$ cat src/rtl/video_sig_recv.sv
`timescale 1ns/1ps
// Pixel-timing receiver: rebuilds raster coordinates from raw hs/vs/ad strobes,
// checks line/frame timing against the expected raster and reports lock/errors.
module video_sig_recv #(
  parameter int H_ACTIVE    = 1280,
  parameter int H_TOTAL     = 1650,
  parameter int HS_START    = 1390,
  parameter int V_ACTIVE    = 720,
  parameter int V_TOTAL     = 750,
  parameter int VS_START    = 725,
  parameter int LOCK_FRAMES = 2,
  parameter int FC_WRAP     = 60
) (
  input  logic        clk_pixel_in,
  input  logic        rst_n_in,
  input  logic        hs_in,
  input  logic        vs_in,
  input  logic        ad_in,
  output logic [10:0] hcount_out,
  output logic [9:0]  vcount_out,
  output logic        ad_out,
  output logic        nf_out,
  output logic [5:0]  fc_out,
  output logic        locked_out,
  output logic        err_out,
  output logic [7:0]  err_count_out
);

  localparam logic [10:0] H_ACT_W = 11'(H_ACTIVE);
  localparam logic [10:0] H_TOT_W = 11'(H_TOTAL);
  localparam logic [10:0] H_LAST  = 11'(H_TOTAL - 1);
  localparam logic [10:0] HS_LOAD = 11'(HS_START);
  localparam logic [9:0]  V_ACT_W = 10'(V_ACTIVE);
  localparam logic [9:0]  V_LAST  = 10'(V_TOTAL - 1);
  localparam logic [9:0]  VS_LOAD = 10'(VS_START);
  localparam logic [10:0] V_TOT_W = 11'(V_TOTAL);
  localparam logic [5:0]  FC_LAST = 6'(FC_WRAP - 1);
  localparam logic [3:0]  LOCK_N  = 4'(LOCK_FRAMES);

  typedef enum logic [1:0] {IDLE, ACQUIRE, LOCKED} state_t;

  state_t      state, state_nx;
  logic [3:0]  good, good_nx;
  logic        hs_d, vs_d;
  logic        hs_rise, vs_rise, h_wrap;
  logic [10:0] clk_cnt, ad_cnt, line_cnt, ad_exp;
  logic        hs_arm, err_flag;
  logic        checking, line_err, frame_err, err_now;

  assign hs_rise = hs_in & ~hs_d;
  assign vs_rise = vs_in & ~vs_d;
  assign h_wrap  = ~hs_rise & (hcount_out == H_LAST);

  // The line closed by this hs_rise carries the current recovered vcount.
  assign ad_exp    = (vcount_out < V_ACT_W) ? H_ACT_W : '0;
  assign checking  = (state != IDLE);
  assign line_err  = checking & hs_rise & hs_arm &
                     ((clk_cnt != H_TOT_W) | (ad_cnt != ad_exp));
  assign frame_err = checking & vs_rise & (line_cnt != V_TOT_W);
  assign err_now   = line_err | frame_err;

  always_comb begin
    state_nx = state;
    good_nx  = good;
    case (state)
      IDLE: begin
        if (vs_rise) begin
          state_nx = ACQUIRE;
          good_nx  = '0;
        end
      end
      ACQUIRE: begin
        if (err_now) begin
          good_nx = '0;
        end else if (vs_rise && !err_flag) begin
          if (good + 4'd1 >= LOCK_N) begin
            state_nx = LOCKED;
            good_nx  = '0;
          end else begin
            good_nx = good + 4'd1;
          end
        end
      end
      LOCKED: begin
        if (err_now) begin
          state_nx = ACQUIRE;
          good_nx  = '0;
        end
      end
      default: begin
        state_nx = IDLE;
        good_nx  = '0;
      end
    endcase
  end

  always_ff @(posedge clk_pixel_in or negedge rst_n_in) begin
    if (!rst_n_in) begin
      state      <= IDLE;
      good       <= '0;
      locked_out <= 1'b0;
    end else begin
      state      <= state_nx;
      good       <= good_nx;
      locked_out <= (state_nx == LOCKED);
    end
  end

  always_ff @(posedge clk_pixel_in or negedge rst_n_in) begin
    if (!rst_n_in) begin
      hs_d       <= 1'b0;
      vs_d       <= 1'b0;
      hcount_out <= '0;
      vcount_out <= '0;
      ad_out     <= 1'b0;
      nf_out     <= 1'b0;
      fc_out     <= '0;
    end else begin
      hs_d   <= hs_in;
      vs_d   <= vs_in;
      ad_out <= ad_in;
      nf_out <= vs_rise;
      if (hs_rise)
        hcount_out <= HS_LOAD;
      else if (h_wrap)
        hcount_out <= '0;
      else
        hcount_out <= hcount_out + 11'd1;
      // vs reload wins over a line wrap landing on the same clock
      if (vs_rise)
        vcount_out <= VS_LOAD;
      else if (h_wrap)
        vcount_out <= (vcount_out == V_LAST) ? '0 : vcount_out + 10'd1;
      if (vs_rise)
        fc_out <= (fc_out == FC_LAST) ? '0 : fc_out + 6'd1;
    end
  end

  always_ff @(posedge clk_pixel_in or negedge rst_n_in) begin
    if (!rst_n_in) begin
      clk_cnt       <= '0;
      ad_cnt        <= '0;
      line_cnt      <= '0;
      hs_arm        <= 1'b0;
      err_flag      <= 1'b0;
      err_out       <= 1'b0;
      err_count_out <= '0;
    end else begin
      if (hs_rise) begin
        clk_cnt <= 11'd1;
        ad_cnt  <= {10'd0, ad_in};
      end else begin
        if (clk_cnt != '1)
          clk_cnt <= clk_cnt + 11'd1;
        if (ad_cnt != '1)
          ad_cnt <= ad_cnt + {10'd0, ad_in};
      end
      if (vs_rise)
        line_cnt <= {10'd0, hs_rise};
      else if (hs_rise && line_cnt != '1)
        line_cnt <= line_cnt + 11'd1;
      if (hs_rise && checking)
        hs_arm <= 1'b1;
      if (vs_rise)
        err_flag <= 1'b0;
      else if (err_now)
        err_flag <= 1'b1;
      err_out <= err_now;
      if (err_now && err_count_out != '1)
        err_count_out <= err_count_out + 8'd1;
    end
  end

endmodule

$ cat config.mk
export PLATFORM = sky130hd
export DESIGN_NAME = video_sig_recv
export DESIGN_NICKNAME = d
export VERILOG_FILES = /design/src/rtl/video_sig_recv.sv
export SDC_FILE = /design/constraint.sdc
export NUM_CORES = 1
export LEC_CHECK = 0
export CAP_MARGIN = 40
export CORE_MARGIN = 5
export CORE_UTILIZATION = 47
export DETAILED_ROUTE_END_ITERATION = 6
export GPL_TIMING_DRIVEN = 0
export HOLD_SLACK_MARGIN = 0.08
export PLACE_DENSITY = 0.68
export SYNTH_ARGS = -nofsm -noshare
export SYNTH_HDL_FRONTEND = slang
export SYNTH_SLANG_ARGS = --single-unit
$ cat constraint.sdc
create_clock -name clk_pixel_in -period 2.7 [get_ports clk_pixel_in]
set_input_delay 0.54 -clock clk_pixel_in [delete_from_list [all_inputs] [get_ports clk_pixel_in]]
set_output_delay 0.54 -clock clk_pixel_in [all_outputs]
set_load 0.02 [all_outputs]
==> summary.md <==
| Metric | Value |
|---|---|
| Buffers on Ports | `43` |
| Mapped Nets | `between 400 and 500` |
| Post-Syn Area | `~4000 sq um` |
| DP Area | `4670 sq um` |
| Synth Register Bits | `82` |
| Total GRT Usage | `between 10% and 20%` |
| Final count of pins violating max slew | `0` |
| Row cnt | `34` |
| Via density per instance | `about 5.6` |
| Ports | `44` |
| First DRT Iteration DRCs | `between 100 and 150` |
| Fmax achieved | `between 0.4 and 0.5 GHz` |
| Post-DR wirelength/cell | `14.6 um` |
| Layout fillers | `about 770` |
| Top cell type's share of synthesized area | `50.3%` |
| Max Clock Skew | `between 10 and 15 ps` |
| Final net count | `between 400 and 500` |
| Synthesized instance count | `about 410` |
| Worst-path clk slew | `90 ps` |
| Syn. warnings | `0` |
| Routability Congestion | `just over 0.8` |
| Fin crit period | `approximately 2200 ps` |
| Layout Utilization | `between 50 and 60%` |
| Slew headroom | `between 40 and 50%` |
| CP startpoint kind | `flop` |
| Area leader, netlist | `dfrtp_1` |
| Register Area | `around 2100 sq um` |
| Final wirelength | `roughly 8400 um` |
| Peak supply drop | `approximately 0.40 mV` |
| RSZ-0062 raised after global routing | `false` |
| Post-CTS Resized | `0` |
| Largest net degree at the start of global routing | `61` |
| Footprint of the multi-input gates | `1940 sq um` |
| Syn avg cell area | `about 10 sq um` |
| Main synth FF type | `dfrtp_1` |
| Synthesis-to-layout area growth | `19.7%` |
| Vias | `about 3.2k` |
| Clock Sinks | `82` |
| Core ar. | `~8600 sq um` |
| Drt pass-1 iters | `5` |
| Critical path fanouts, max | `7` |
| Unique masters post-synth | `54` |
| Die H | `~100 um` |
| Status | `completed` |
| Vias in the first global route | `around 3.2k` |
| Asr flop ratio synth | `100%` |
| Max_cap viols | `0` |
| H-tree levels | `3` |
| Chip Width | `103 um` |
| Setup violators final | `0` |
| Cell Pwr Density | `~730 nW/um^2` |
| CP endpoint kind | `flop` |
| Starting Density | `a little under half` |
| Min Hold Slack | `about 480 ps` |
| Number of flops mapped to enable cells by yosys | `0` |
| Detail Route Antenna Nets | `0` |
| Post-CTS Setup Inserts | `0` |
| Share of post-route cells with drive strength above 1 | `7.02%` |
| Worst Path Arrival | `about 2400 ps` |
| Post-synthesis sequential area ratio | `between 50% and 60%` |
| Non-Filler Instances | `between 500 and 600` |
| Worst-Skew Late Latency | `~360 ps` |
| Hold Crit Class | `reg2reg` |
| Die ar. | `about 11000 sq um` |
| Detail Placement HPWL | `5950 um` |
| Placed insts | `around 560` |
| CTS tree | `built` |
| Required time of the critical path | `around 3000 ps` |
| Final hold vios | `0` |
| Pleak | `0.00207 uW` |
| Worst reg-to-reg setup slack | `~510 ps` |
| CTS Buf Count | `9` |
| Grt total ovfl | `0` |
| Setup CP Type | `reg2reg` |
| # diodes | `0` |
| First-pass GRT wire length | `around 15000 um` |
| Synth top area cells | `dfrtp_1, nor2_1, xor2_1` |
| Design Area, Final | `4880 sq um` |
| Initial antenna violation count | `0` |
| CTS Buffer Depth | `2` |
| Fin crit share | `approximately four fifths` |
| Root Buffer | `clkbuf_8` |
| Measured slew at the worst slew-check pin | `~770 ps` |
| Post-route DRC | `0` |
==> kinds of logic (layout without fill, tap and decap cells) <==
group	after synthesis	in the layout	share of synthesized area, %
DFF	82	82	50.3
buffers and inverters	23	84	2.24
adders and majority gates	14	14	4.29
AOI/OAI and AO/OA	64	64	10.4
muxes	1	1	0.368
xor gates and xnor gates	38	38	8.16
and+or+nand+nor	187	187	24.2
==> where the power goes <==
group	internal, uW	switching [uW]
clock network	454	456
logic	481	491
registers	1430	261
total	2360	1210
==> layout by cell type (no fill, tap or decap), drive strengths merged, types with 2 or more instances in the layout <==
master / synthesis / final
dfrtp: 82 / 82
nor4: 3 / 3
a31o: 2 / 2
clkbuf: 11 / 21
clkdlybuf4s50: 0 / 42
xor2: 21 / 21
or2: 2 / 2
and4: 6 / 6
xnor2: 17 / 17
and4b: 2 / 2
nor3: 9 / 9
and2: 4 / 4
a211oi: 2 / 2
a21oi: 14 / 14
nand2b: 4 / 4
nand3b: 7 / 7
inv: 10 / 11
nor3b: 2 / 2
nand3: 23 / 23
ha: 14 / 14
or3: 3 / 3
a31oi: 8 / 8
nand2: 27 / 27
o211a: 2 / 2
or4: 2 / 2
buf: 2 / 4
nor4b: 3 / 3
o21ai: 21 / 21
nor2: 57 / 57
clkinv: 0 / 3
o211ai: 2 / 2
nor2b: 4 / 4
nand4: 15 / 15
and3: 11 / 11
==> through the flow <==
| stage | TNS (ps) | setup WS, ps | total power (uW) |
|---|---|---|---|
| finish | 0 | 513 | 3570 |
| floorplan | 0 | 629 | 2250 |
| CTS | 0 | 491 | 3620 |
| global route | 0 | 282 | 3790 |
| detailed placement | 0 | 159 | 2700 |
| global placement | -160180 | -1960 | 2660 |
==> flip-flops by register name (all words and copies together) (netlist names), 4 cells and up <==
register       count
fc_out             6
vcount_out        10
err_count_out      8
good               4
clk_cnt           11
line_cnt          11
hcount_out        11
ad_cnt            11
==> worst max-delay path: stages, from the launching register on <==
cell,delay (ps)
dfrtp_1,440
or4_1,550
nor4_2,260
o311a_2,250
o21ai_2,110
and2_4,180
mux2_4,280
==> layout make-up <==
type | instances | share of cell area [%]
Tap cell | 108 | 2.77
Multi-Input combinational cell | 304 | 39.6
Inverter | 10 | 0.769
Clock buffer | 10 | 2.82
Sequential cell | 82 | 42.0
Clock inverter | 6 | 1.33
Timing Repair Buffer | 45 | 9.53
Buffer | 13 | 1.10
==> metal layers <==
| metal | vias to the layer above | GRT usage (%) | part of all wire, % |
|---|---|---|---|
| met2 | 67 | 28.0 | 47 |
| met5 | - | 0 | 0 |
| met1 | 1573 | 22.9 | 46 |
| met3 | 18 | 3.32 | 4.5 |
| li1 | 1568 | - | - |
| met4 | 0 | 6.67 | 1.9 |
==> synthesized netlist by cell type (3+ instances only) <==
master / count
dfrtp_1: 82
nor2_1: 57
and4_1: 6
nor2b_1: 4
nand2_1: 27
and3_1: 11
nand3_1: 23
xor2_1: 21
nand2b_1: 4
a21oi_1: 14
inv_1: 10
and2_1: 3
nand3b_1: 7
or3_1: 3
nor4b_1: 3
clkbuf_1: 11
nor3_1: 8
xnor2_1: 17
a31oi_1: 8
nand4_1: 15
o21ai_0: 20
ha_1: 14
==> final timing paths <==
check / startpoint / endpoint / cells after the start
worst max-delay path: ad_cnt[1]$_DFFE_PN0P_ / err_count_out[1]$_DFFE_PN0P_ / 6
worst min-delay path: hs_arm$_DFFE_PN0P_ / hs_arm$_DFFE_PN0P_ / 1
worst max register to register: ad_cnt[1]$_DFFE_PN0P_ / err_count_out[1]$_DFFE_PN0P_ / 6
worst min register to register: hs_arm$_DFFE_PN0P_ / hs_arm$_DFFE_PN0P_ / 1
max in group asynchronous: rst_n_in / hs_d$_DFF_PN0_ / 3
min in group asynchronous: rst_n_in / hcount_out[5]$_DFF_PN0_ / 2
==> what timing repair did <==
| item | CTS | global route |
|---|---|---|
| endpoints found under the setup margin | 0 | 0 |
| endpoints found under the hold margin | 22 | 0 |
| hold buffers | 1 | 0 |
Note: power is estimated with default switching activity, not from simulation.
